**src/rtl/arb_pkg.sv**
```systemverilog
// Types and helpers shared by the burst engine, its data mux and arbiter-side checkers.
package arb_pkg;

    localparam int unsigned NUM_REQ = 4;

    typedef enum logic [1:0] {
        IDLE = 2'd0,
        XFER = 2'd1,
        DONE = 2'd2,
        REL  = 2'd3
    } state_t;

    typedef struct packed {
        logic [1:0] idx;
        logic       valid;
        logic       multi;
    } onehot_t;

    // valid: exactly one bit set (idx is its position); multi: two or more bits set
    function automatic onehot_t onehot_idx(input logic [NUM_REQ-1:0] v);
        onehot_t     r;
        int unsigned n;
        r = '0;
        n = 0;
        for (int i = 0; i < NUM_REQ; i++) begin
            if (v[i]) begin
                r.idx = 2'(i);
                n++;
            end
        end
        r.valid = (n == 32'd1);
        r.multi = (n > 32'd1);
        return r;
    endfunction

endpackage

```
**src/rtl/arb_owner_mux.sv**
```systemverilog
// Selects the owning master's write data and decodes the incoming grant vector.
module arb_owner_mux
    import arb_pkg::*;
#(
    parameter int unsigned WIDTH = 8
) (
    input  logic [NUM_REQ-1:0] i_gnt,
    input  logic [1:0]         i_owner,
    input  logic [WIDTH-1:0]   i_data0,
    input  logic [WIDTH-1:0]   i_data1,
    input  logic [WIDTH-1:0]   i_data2,
    input  logic [WIDTH-1:0]   i_data3,
    output logic [WIDTH-1:0]   o_data,
    output onehot_t            o_gnt_dec
);

    always_comb begin
        o_data = i_data0;
        case (i_owner)
            2'd0:    o_data = i_data0;
            2'd1:    o_data = i_data1;
            2'd2:    o_data = i_data2;
            default: o_data = i_data3;
        endcase
    end

    assign o_gnt_dec = onehot_idx(i_gnt);

endmodule

```
**src/rtl/arb_burst_engine.sv**
```systemverilog
// Moves a fixed-length burst from the granted master to a shared valid/ready slave port.
module arb_burst_engine
    import arb_pkg::*;
#(
    parameter int unsigned WIDTH = 8,
    parameter int unsigned BEATS = 4
) (
    input  logic             clk,
    input  logic             rst,
    input  logic             gnt0,
    input  logic             gnt1,
    input  logic             gnt2,
    input  logic             gnt3,
    input  logic [WIDTH-1:0] data0,
    input  logic [WIDTH-1:0] data1,
    input  logic [WIDTH-1:0] data2,
    input  logic [WIDTH-1:0] data3,
    input  logic             out_ready,
    output logic             out_valid,
    output logic [WIDTH-1:0] out_data,
    output logic             done0,
    output logic             done1,
    output logic             done2,
    output logic             done3,
    output logic             busy,
    output logic             err,
    output logic             aborted
);

    localparam int unsigned   CW        = (BEATS > 1) ? $clog2(BEATS) : 1;
    localparam logic [CW-1:0] LAST_BEAT = CW'(BEATS - 1);

    state_t               r_state;
    logic [1:0]           r_owner;
    logic [CW-1:0]        r_beat_cnt;
    logic [NUM_REQ-1:0]   r_done;
    logic                 r_err;
    logic                 r_aborted;

    logic [NUM_REQ-1:0]   w_gnt;
    logic [NUM_REQ-1:0]   w_owner_mask;
    logic                 w_owner_gnt;
    logic                 w_other_gnt;
    onehot_t              w_gnt_dec;

    assign w_gnt        = {gnt3, gnt2, gnt1, gnt0};
    assign w_owner_mask = NUM_REQ'(1) << r_owner;
    assign w_owner_gnt  = |(w_gnt & w_owner_mask);
    assign w_other_gnt  = |(w_gnt & ~w_owner_mask);

    arb_owner_mux #(
        .WIDTH(WIDTH)
    ) u_owner_mux (
        .i_gnt    (w_gnt),
        .i_owner  (r_owner),
        .i_data0  (data0),
        .i_data1  (data1),
        .i_data2  (data2),
        .i_data3  (data3),
        .o_data   (out_data),
        .o_gnt_dec(w_gnt_dec)
    );

    // Burst FSM; the beat counter leaves XFER on the last beat so it never wraps.
    always_ff @(posedge clk) begin
        if (rst) begin
            r_state    <= IDLE;
            r_owner    <= 2'd0;
            r_beat_cnt <= '0;
            r_done     <= '0;
            r_err      <= 1'b0;
            r_aborted  <= 1'b0;
        end else begin
            r_done    <= '0;
            r_err     <= 1'b0;
            r_aborted <= 1'b0;
            case (r_state)
                IDLE: begin
                    if (w_gnt_dec.multi) begin
                        r_err <= 1'b1;
                    end else if (w_gnt_dec.valid) begin
                        r_owner    <= w_gnt_dec.idx;
                        r_beat_cnt <= '0;
                        r_state    <= XFER;
                    end
                end
                XFER: begin
                    if (w_other_gnt) begin
                        r_err <= 1'b1;
                    end
                    // A lost grant wins over a beat accepted in the same cycle
                    if (!w_owner_gnt) begin
                        r_aborted <= 1'b1;
                        r_state   <= IDLE;
                    end else if (out_ready) begin
                        if (r_beat_cnt == LAST_BEAT) begin
                            r_done  <= w_owner_mask;
                            r_state <= DONE;
                        end else begin
                            r_beat_cnt <= r_beat_cnt + 1'b1;
                        end
                    end
                end
                DONE: begin
                    r_state <= REL;
                end
                REL: begin
                    if (!w_owner_gnt) begin
                        r_state <= IDLE;
                    end
                end
                default: begin
                    r_state <= IDLE;
                end
            endcase
        end
    end

    assign out_valid = (r_state == XFER);
    assign busy      = (r_state != IDLE);
    assign done0     = r_done[0];
    assign done1     = r_done[1];
    assign done2     = r_done[2];
    assign done3     = r_done[3];
    assign err       = r_err;
    assign aborted   = r_aborted;

endmodule

```
**config.mk**
```make
export PLATFORM = sky130hd
export DESIGN_NAME = arb_burst_engine
export DESIGN_NICKNAME = d
export VERILOG_FILES = /design/src/rtl/arb_pkg.sv /design/src/rtl/arb_owner_mux.sv /design/src/rtl/arb_burst_engine.sv
export SDC_FILE = /design/constraint.sdc
export NUM_CORES = 1
export LEC_CHECK = 0
export ABC_CLOCK_PERIOD_IN_PS = 3050
export BUFFER_PORTS_ARGS = -buffer_cell sky130_fd_sc_hd__buf_2
export CORE_MARGIN = 8
export CORE_UTILIZATION = 44
export CTS_BUF_LIST = sky130_fd_sc_hd__clkbuf_4 sky130_fd_sc_hd__clkbuf_8
export DETAILED_ROUTE_END_ITERATION = 6
export GPL_ROUTABILITY_DRIVEN = 0
export PLACE_DENSITY_LB_ADDON = 0.05
export SLEW_MARGIN = 10
export SYNTH_ARGS = -nofsm -noshare
export SYNTH_HDL_FRONTEND = slang
export SYNTH_HIERARCHICAL = 1
export SYNTH_SLANG_ARGS = --single-unit
```
**constraint.sdc**
```tcl
create_clock -name clk -period 3.05 [get_ports clk]
set_clock_uncertainty 0.05 [all_clocks]
set_input_delay 0 -clock clk [delete_from_list [all_inputs] [get_ports clk]]
set_output_delay 0 -clock clk [all_outputs]
set_load 0.01 [all_outputs]
```
==> results.cfg, run 1 <==
[timing]
tightest_slew_ns = 0.560
final_max_slew_viol_count = 0
max_clock_freq_mhz = 435
setup-tns-final_ns = 0
final_critical_path_setup_slack_ns = 0.753
finalSetupViolations = 0
timing.final.hold_violations = 0
post-route-period-util = 0.753
max-slew-margin-rel = 0.626
fin_crit_ns = 2.30
setup_repair_after_global_routing_missed_its_margin = false

[pwr]
share_comb_of_total_power = 0.347
pwr-share-clk = 0.282
power.density_mw_per_mm2 = 363
total_leakage_power_nw = 0.575
p_sw_mw = 0.137
share_seq_of_total_power = 0.372
vdd.ir_drop.worst_v = 0.000222
internal_power_mw = 0.318
power_switching_share = 0.301

[layout]
layout.nets = 188
syn_to_final_growth_pct = 37.9
fin_cells = 171
diodes = 0
drive_gt1_frac = 0.549

[logic_synthesis]
synthTopCellsByArea = sky130_fd_sc_hd__dfxtp_1 (26%), sky130_fd_sc_hd__mux4_2 (22%), sky130_fd_sc_hd__ha_1 (5.5%), sky130_fd_sc_hd__nor2b_1 (3.4%), sky130_fd_sc_hd__nor3_1 (2.8%)
synth_top_cell_area_share = 0.265
yosys_warnings = 6
gate_count_after_technology_mapping = 86
synthesis.area_per_instance_um2 = 10.5
ys_seq_elements = 12
synth.yosys.seq_area_share = 0.265
syn_area_um2 = 907
post_synth_top_flop = sky130_fd_sc_hd__dfxtp_1
ys_async_sr_fraction = 0
most_repeated_cell_in_the_gate_level_netlist_after_synthesis = sky130_fd_sc_hd__dfxtp_1
mappedNetlistNets = 129
synthDominantAreaCellType = sky130_fd_sc_hd__dfxtp_1
synth_top_cells_by_count = sky130_fd_sc_hd__dfxtp_1 (12), sky130_fd_sc_hd__mux4_2 (9), sky130_fd_sc_hd__inv_1 (5), sky130_fd_sc_hd__nor2b_1 (5), sky130_fd_sc_hd__nor3_1 (5)
synth-edff-count = 0
post_synth_cell_types = 36

[route]
routed_wire_length_per_instance_um = 16.1
drc = 0
vias_per_cell = 5.24
drt_wl_total_um = 2750
number_of_iterations_in_the_first_detailed_routing_pass = 4
first_iter_violations = 22
dr_total_vias = 896
ant_nets = 0

[setup_path]
critPathSlowestCell = sky130_fd_sc_hd__nor4b_2
worstSetupStartpointType = primary input
critPathRequiredTime_ns = 3.22
worstPathArrival_ns = 2.46
criticalPathCategory = in2reg
delay_of_the_slowest_cell_on_the_worst_path_ns = 0.48
worst-r2r-setup-slack_ns = 1.33
number_of_cells_on_the_worst_reg_to_reg_path = 4
endpoint_kind = flop
cp_cell_sequence = buf_2 > inv_1 > ha_1 > xor2_2 > ha_1 > nor3b_1 > a22o_1 > nor4b_2 > a21oi_1 > or3_1 > a21oi_1
cp_max_fo = 5

[clocking]
cts_sinks = 12
post_cts_buffers = 0
cts_max_level = 1
cts-root-to-sink-buffers = 2
cts-resized-gates = 0
clock_insertion_delay_worst_skew_ns = 0.28
cts_hold_buffers = 2
cts_made_buffers = 3
tritoncts = built
clkSlewWorstSetupHoldPaths_ns = 0.08
cts_root_buffer = sky130_fd_sc_hd__clkbuf_4

[floorplan]
cell_row_count = 16
io_pins = 55
dieArea_mm2 = 0.00377
die-height_um = 61.4
floorplan.core_area_mm2 = 0.00196
die_width_um = 61.4
initial_core_util = 0.462

[hold_path]
min-delay-path-class = in2reg
hold_depth = 4

[placement]
detailed_place_hpwl_um = 2210
placed_cells_incl_taps = 165
placement.setup.worst_slack_ns = 0.521
numPortBuffers = 54

[global_routing]
grt_pass1_vias = 890
grt.total_usage = 0.145
overflow_left_after_global_routing = 0
grt_max_degree = 16
grt_pass1_wl_um = 4200
antenna_found_initial = 0

[run_status]
outcome = complete, no violations

[flow_run]
max-cap-violations = 0
## worst paths after layout
kind | from | end
max | gnt0 | r_beat_cnt[0]
min | gnt3 | r_owner[1]
max reg2reg | r_owner[0] | err
min reg2reg | r_beat_cnt[1] | r_beat_cnt[1]
## per-stage QoR
step           hold slack, ns  total power [mW]  instance area [um^2]  utilization
3_5_place_dp            0.260             0.328                  1190        0.609
4_1_cts                 0.116             0.456                  1250        0.638
3_3_place_gp            0.249             0.323                  1190        0.609
5_1_grt                 0.154             0.480                  1250        0.638
6_report                0.118             0.454                  1250        0.638
2_1_floorplan           0.136             0.270                   907            -
## critical path: cells and delay by family
kind                     cells  cell delay [ns]
AO/OA/AOI/OAI                3             0.44
XOR/XNOR                     1             0.20
buffers and inverters        2             0.17
adder cells (fa/ha/maj)      2             0.63
AND/OR/NAND/NOR              3             1.02
## power by group through the flow
stage	Sequential (mW)	Combinational, mW	Clock [mW]
after floorplan	0.173	0.0966	0
after global placement	0.172	0.150	0
after detailed placement	0.172	0.155	0
after CTS	0.169	0.158	0.129
after global routing	0.169	0.173	0.138
final	0.169	0.158	0.128
## kinds of logic (layout without fill, tap and decap cells)
family,Yosys count,after routing,synth area share
AND/OR/NAND/NOR,30,30,0.219
AO/OA/AOI/OAI,16,16,0.116
multiplexers,12,12,0.258
flip-flops,12,12,0.265
buffers and inverters,10,68,0.0593
adder cells (fa/ha/maj),4,4,0.0552
XOR/XNOR,2,2,0.0276
## metal layers
layer | vias to the layer above | share of wire | global-route usage
li1 | 438 | - | -
met1 | 405 | 0.41 | 0.168
met2 | 51 | 0.44 | 0.245
met3 | 2 | 0.15 | 0.0543
met4 | 0 | 0.0058 | 0.0390
met5 | - | 0 | 0
## cells in the final DEF, fill, tap and decap left out, types with 2 or more instances in the layout
cell type / Yosys / routed
sky130_fd_sc_hd__mux4_2: 9 / 9
sky130_fd_sc_hd__buf_4: 0 / 2
sky130_fd_sc_hd__dfxtp_1: 12 / 12
sky130_fd_sc_hd__or2_2: 2 / 2
sky130_fd_sc_hd__nor3b_2: 2 / 2
sky130_fd_sc_hd__a21oi_1: 3 / 3
sky130_fd_sc_hd__ha_1: 4 / 4
sky130_fd_sc_hd__a211oi_1: 3 / 3
sky130_fd_sc_hd__dlygate4sd3_1: 0 / 2
sky130_fd_sc_hd__inv_1: 5 / 5
sky130_fd_sc_hd__nor2_1: 4 / 4
sky130_fd_sc_hd__nand3_1: 2 / 2
sky130_fd_sc_hd__a21o_1: 2 / 2
sky130_fd_sc_hd__o21ai_0: 4 / 4
sky130_fd_sc_hd__nor2b_1: 5 / 5
sky130_fd_sc_hd__clkbuf_4: 0 / 3
sky130_fd_sc_hd__nor3_1: 5 / 5
sky130_fd_sc_hd__buf_2: 1 / 54
sky130_fd_sc_hd__mux2i_1: 2 / 2
## registers in the layout, indices dropped and copies added (netlist names), named ones only
name	cells
r_done	4
r_beat_cnt	2
r_owner	2
aborted	1
err	1
r_state	1
## cell type report
type                    instances  area (um^2)
clock buffers                   4         36.3
multi-input cells              64          613
fillers                       184          711
inverters                       6         22.5
well taps                      27         33.8
repair buffers                 58          305
flip-flops and latches         12          240
Power figures use the tool's default switching activity.
==> run 2, diff against run 1 <==
--- a/config.mk
+++ b/config.mk
@@ -5,10 +5,11 @@
 export SDC_FILE = /design/constraint.sdc
 export NUM_CORES = 1
 export LEC_CHECK = 0
-export ABC_CLOCK_PERIOD_IN_PS = 3050
+export ABC_AREA = 1
+export ABC_CLOCK_PERIOD_IN_PS = 2100
 export BUFFER_PORTS_ARGS = -buffer_cell sky130_fd_sc_hd__buf_2
 export CORE_MARGIN = 8
-export CORE_UTILIZATION = 44
+export CORE_UTILIZATION = 41
 export CTS_BUF_LIST = sky130_fd_sc_hd__clkbuf_4 sky130_fd_sc_hd__clkbuf_8
 export DETAILED_ROUTE_END_ITERATION = 6
 export GPL_ROUTABILITY_DRIVEN = 0
==> constraint.sdc (replaced) <==
create_clock -name clk -period 2.1 [get_ports clk]
set_clock_uncertainty 0.05 [all_clocks]
set_input_delay 0 -clock clk [delete_from_list [all_inputs] [get_ports clk]]
set_output_delay 0 -clock clk [all_outputs]
set_load 0.01 [all_outputs]
==> results.cfg, run 2 <==
[floorplan]
initial_core_util = 0.436
die-height_um = 64.7
cell_row_count = 17
dieArea_mm2 = 0.00419
die_width_um = 64.7
floorplan.core_area_mm2 = 0.00223
io_pins = 55

[layout]
drive_gt1_frac = 0.405
register_area_um2 = 240
layout_commonest_cell = sky130_fd_sc_hd__nand2_1
layout.nets = 254
fill_cells = 226
registers_with_the_highest_flip_flop_counts = r_done: 4 flops, r_beat_cnt: 2 flops, r_owner: 2 flops
largest-register = r_done
final_design_area_no_fill_mm2 = 0.00134
largest_register_ff_count = 4
syn_to_final_growth_pct = 37.9
final_cell_mix = sky130_fd_sc_hd__nand2_1 (57), sky130_fd_sc_hd__buf_2 (54), sky130_fd_sc_hd__dfxtp_1 (12)
area_taken_by_multi_input_logic_gates_um2 = 664
diodes = 0
fin_cells = 238

[logic_synthesis]
post_synth_top_flop = sky130_fd_sc_hd__dfxtp_1
syn_area_um2 = 973
synth_top_cell_area_share = 0.247
post_synth_cell_types = 28
yosys_warnings = 6
ys_async_sr_fraction = 0
synth-edff-count = 0
most_repeated_cell_in_the_gate_level_netlist_after_synthesis = sky130_fd_sc_hd__nand2_1
synthTopCellsByArea = sky130_fd_sc_hd__dfxtp_1 (25%), sky130_fd_sc_hd__nand2_1 (22%), sky130_fd_sc_hd__nand4_1 (5.8%), sky130_fd_sc_hd__ha_1 (5.1%), sky130_fd_sc_hd__inv_1 (4.2%)
ys_seq_elements = 12
synthDominantAreaCellType = sky130_fd_sc_hd__dfxtp_1
synth.yosys.seq_area_share = 0.247
synth_top_cells_by_count = sky130_fd_sc_hd__nand2_1 (57), sky130_fd_sc_hd__dfxtp_1 (12), sky130_fd_sc_hd__inv_1 (11), sky130_fd_sc_hd__nand4_1 (9), sky130_fd_sc_hd__nor2_1 (8)
mappedNetlistNets = 193
gate_count_after_technology_mapping = 150
synthesis.area_per_instance_um2 = 6.49

[setup_path]
delay_of_the_slowest_cell_on_the_worst_path_ns = 0.30
worstPathArrival_ns = 1.96
cp_num_buf_inv = 3
timing.rr.start = r_owner[1]
criticalPathCategory = in2reg
worstSetupStartpointType = primary input
critPathRequiredTime_ns = 2.23
cp_cell_sequence = buf_2 > inv_1 > ha_2 > xor2_2 > ha_1 > or2_1 > nand2_1 > nand2_2 > nor2_2 > inv_1 > nor2_1 > nand2_1 > nand2_2 > nand2_2 > nor2_1 > nor2_1
endpoint_kind = flop
cpLargestDelayFamily = simple AND/OR/NAND/NOR gates
number_of_cells_on_the_worst_reg_to_reg_path = 7
worstSetupEndpoint = r_beat_cnt[1]
worst-r2r-setup-slack_ns = 0.56
timing.critical_path.from = gnt1
crit-reg2reg-capture = r_beat_cnt[0]
critPathSlowestCell = sky130_fd_sc_hd__ha_2
cp_max_fo = 4
path_depth = 16

[timing]
finalSetupViolations = 0
fin_crit_ns = 1.83
final_max_slew_viol_count = 0
max_clock_freq_mhz = 545
post-route-period-util = 0.874
setup_repair_after_global_routing_missed_its_margin = false
tightest_slew_ns = 0.420
max-slew-margin-rel = 0.719
timing.final.hold_violations = 0

[global_routing]
grt_pass1_vias = 1184
groute.layer.met3.usage = 0.0533
antenna_found_initial = 0
overflow_left_after_global_routing = 0
grt.met2_usage = 0.262
grt_pass1_wl_um = 4950
grt_util_met1 = 0.144
global_route.peak_usage_layer = met2
grt.total_usage = 0.139
grt_max_degree = 11

[pwr]
design_power_total_mw = 0.733
p_sw_mw = 0.261
power_switching_share = 0.357
share_comb_of_total_power = 0.397
total_leakage_power_nw = 0.699
power.density_mw_per_mm2 = 546
share_seq_of_total_power = 0.353
pwr-share-clk = 0.250
internal_power_mw = 0.472
vdd.ir_drop.worst_v = 0.000530

[placement]
detailed_place_hpwl_um = 2370
numPortBuffers = 54
placed_area_mm2 = 0.00129
placed_cells_incl_taps = 233

[clocking]
cts_root_buffer = sky130_fd_sc_hd__clkbuf_4
cts_made_buffers = 3
tritoncts = built
clkSlewWorstSetupHoldPaths_ns = 0.08
post_cts_buffers = 0
cts-root-to-sink-buffers = 2
cts_sinks = 12
cts_max_level = 1
clock_insertion_delay_worst_skew_ns = 0.28

[route]
routed_wire_length_per_instance_um = 12.1
ant_nets = 0
first_iter_violations = 37
vias_per_cell = 4.94
drc = 0
number_of_iterations_in_the_first_detailed_routing_pass = 4
drt_wl_total_um = 2880
dr_total_vias = 1176

[run_status]
outcome = complete, no violations

[hold_path]
min-delay-path-class = in2reg

[flow_run]
max-cap-violations = 0
## run 2: cell count changes after synthesis, sizes merged, moves of 4 or more
cell	previous run	this run
nor3	5	0
mux4	9	0
nand4	0	9
inv	6	17
nand2	2	63
nor4	0	4
nand3	2	6
nor2	4	15
nor2b	5	0
## run 2: area by class of cell
type / instances / share of cell area
inverter: 17 / 0.0475
multi-input combinational: 119 / 0.495
sequential: 12 / 0.179
clock buffer: 4 / 0.0270
tap: 28 / 0.0261
timing repair buffer: 58 / 0.226
## run 2: kinds of logic after synthesis
group / share of synthesized area
XOR/XNOR: 0.0180
flip-flops: 0.247
AND/OR/NAND/NOR: 0.531
AO/OA/AOI/OAI: 0.0720
adder cells (fa/ha/maj): 0.0514
buffers and inverters: 0.0810
## run 2: worst min-delay path, stage by stage
cell and delay [ns]:
sky130_fd_sc_hd__buf_2 0.12, sky130_fd_sc_hd__nand3_2 0.12, sky130_fd_sc_hd__nor4_1 0.06
## run 2: per-layer routing
metal / wire, um / vias to the layer above
met1: 1170 / 525
met2: 1460 / 40
met4: 13 / 0
met5: 0 / -
met3: 241 / 2
li1: - / 609
## run 2: worst min-delay path by stage
stage	start	to	slack [ns]	depth (start not counted)
after floorplan	data2[0]	out_data[0]	0.09	2
after global placement	rst	aborted	0.22	2
after detailed placement	rst	err	0.22	2
after CTS	out_ready	r_done[1]	0.01	3
after global routing	out_ready	r_done[3]	0.02	3
final	out_ready	r_done[3]	0.02	3
## run 2: power by group through the flow
stage	sequential [mW]	clock, mW	combinational, mW
after floorplan	0.263	0	0.182
after global placement	0.264	0	0.282
after detailed placement	0.264	0	0.289
after CTS	0.259	0.186	0.292
after global routing	0.262	0.199	0.328
final	0.259	0.183	0.291
## run 2: stage by stage
stage                     worst slack, ns  TNS, ns   util  hold WS [ns]
after floorplan                     0.197        0      -        0.0868
after global placement             0.0183        0  0.576         0.221
after detailed placement          -0.0619  -0.0996  0.576         0.224
after CTS                           0.229        0  0.597        0.0147
after global routing               0.0382        0  0.601        0.0213
final                               0.265        0  0.601        0.0210
## run 2: timing repair
item                                    CTS  global route
gates resized for setup                   0             2
endpoints found under the setup margin    0             1
hold endpoints to repair                  7             0
hold buffers                              1             0
==> run 3, diff against run 2 <==
==> constraint.sdc (replaced) <==
create_clock -name clk -period 2.1 [get_ports clk]
set_clock_uncertainty 0.05 [all_clocks]
set_input_delay 0.315 -clock clk [delete_from_list [all_inputs] [get_ports clk]]
set_output_delay 0.315 -clock clk [all_outputs]
set_load 0.01 [all_outputs]
==> results.cfg, run 3 (synthesis results as in run 2) <==
[run_status]
outcome = complete, no violations

[setup_path]
path_depth = 15
cp_cell_sequence = buf_6 > inv_6 > ha_4 > xor2_4 > ha_2 > or2_1 > nand2_1 > nand2_2 > nor2_2 > inv_1 > nor2_2 > nand2_2 > buf_4 > o21ai_0 > a21oi_1
timing.rr.start = r_owner[1]
criticalPathCategory = in2reg
cp_num_buf_inv = 4
worstPathArrival_ns = 2.16
worstSetupStartpointType = primary input
critPathSlowestCell = sky130_fd_sc_hd__ha_4
cpLargestDelayFamily = simple AND/OR/NAND/NOR gates
worst-r2r-setup-slack_ns = 0.59
delay_of_the_slowest_cell_on_the_worst_path_ns = 0.28
number_of_cells_on_the_worst_reg_to_reg_path = 9
crit-reg2reg-capture = r_beat_cnt[1]
endpoint_kind = flop
critPathRequiredTime_ns = 2.22
cp_max_fo = 3

[placement]
numPortBuffers = 54
placed_cells_incl_taps = 238
detailed_place_hpwl_um = 2320
placed_area_mm2 = 0.00135

[layout]
largest-register = r_done
fin_cells = 245
drive_gt1_frac = 0.456
layout_commonest_cell = sky130_fd_sc_hd__nand2_1
final_cell_mix = sky130_fd_sc_hd__nand2_1 (56), sky130_fd_sc_hd__buf_2 (52), sky130_fd_sc_hd__dfxtp_1 (12)
fin_util = 0.649
final_design_area_no_fill_mm2 = 0.00145
syn_to_final_growth_pct = 48.8
layout.nets = 261
largest_register_ff_count = 4
registers_with_the_highest_flip_flop_counts = r_done: 4 flops, r_beat_cnt: 2 flops, r_owner: 2 flops
diodes = 0

[clocking]
cts_hold_buffers = 0
cts_sinks = 12
cts_root_buffer = sky130_fd_sc_hd__clkbuf_4
clkSlewWorstSetupHoldPaths_ns = 0.08
clock_insertion_delay_worst_skew_ns = 0.28
cts_max_level = 1
cts_made_buffers = 3
tritoncts = built
cts-root-to-sink-buffers = 2

[timing]
fin_crit_ns = 2.03
max_clock_freq_mhz = 492
max-slew-margin-rel = 0.725
finalSetupViolations = 0
tightest_slew_ns = 0.413
final_max_slew_viol_count = 0
timing.final.hold_violations = 0
post-route-period-util = 0.969

[route]
drc = 0
vias_per_cell = 4.89
ant_nets = 0
dr_total_vias = 1199
number_of_iterations_in_the_first_detailed_routing_pass = 4
routed_wire_length_per_instance_um = 11.5
drt_wl_total_um = 2820
first_iter_violations = 85

[hold_path]
min-delay-path-class = in2reg
hold_depth = 2
min-delay-start = rst
min_delay_worst_endpoint = err

[floorplan]
dieArea_mm2 = 0.00419
cell_row_count = 17
floorplan.core_area_mm2 = 0.00223
die-height_um = 64.7
initial_core_util = 0.436
io_pins = 55
die_width_um = 64.7

[pwr]
share_seq_of_total_power = 0.336
vdd.ir_drop.worst_v = 0.000459
power_switching_share = 0.357
pwr-share-clk = 0.245
share_comb_of_total_power = 0.420
power.density_mw_per_mm2 = 533
total_leakage_power_nw = 0.738
internal_power_mw = 0.496
p_sw_mw = 0.276

[global_routing]
antenna_found_initial = 0
grt_pass1_vias = 1161
grt.total_usage = 0.135
grt_max_degree = 11
grt_pass1_wl_um = 4860
overflow_left_after_global_routing = 0

[flow_run]
max-cap-violations = 0
[run 3: worst max-delay path by stage]
stage                     start             to  slack, ns
after global routing       gnt1  r_beat_cnt[1]      -0.03
final                      gnt1     r_owner[1]       0.07
after detailed placement   gnt0  r_beat_cnt[1]      -0.33
after floorplan            gnt0  r_beat_cnt[1]      -0.02
after CTS                  gnt0  r_beat_cnt[1]       0.01
after global placement     gnt0  r_beat_cnt[1]      -0.24
[run 3: metal layers]
layer  wire length (um)  track usage  vias up
li1                   -            -      618
met1               1160        0.148      540
met2               1340        0.237       39
met3                300       0.0601        2
met4                 17       0.0245        0
met5                  0            0        -
[run 3: area by class of cell]
cell class | count | area, um^2
clock buffers | 4 | 36.3
well taps | 28 | 35.0
repair buffers | 65 | 365
multi-input cells | 119 | 696
inverters | 17 | 76.3
flip-flops and latches | 12 | 240
fillers | 211 | 785
[run 3: power by group through the flow]
stage                     combinational (mW)  clock (mW)  sequential (mW)
after floorplan                        0.186           0            0.263
after global placement                 0.292           0            0.263
after detailed placement               0.300           0            0.264
after CTS                              0.304       0.189            0.259
after global routing                   0.363       0.199            0.262
final                                  0.324       0.189            0.259
[run 3: repair_timing]
action,4_1_cts,5_1_grt
buffers inserted,0,3
gates resized for setup,1,11
pin swaps,0,6
setup endpoints to repair,2,4
[run 3: per-stage QoR]
step	power, mW	setup TNS, ns	worst slack, ns	hold WS, ns
2_1_floorplan	0.449	-0.0151	-0.0151	0.426
3_3_place_gp	0.555	-0.954	-0.244	0.449
3_5_place_dp	0.564	-1.34	-0.327	0.450
4_1_cts	0.751	0	0.0113	0.252
5_1_grt	0.824	-0.0278	-0.0263	0.284
6_report	0.772	0	0.0655	0.255
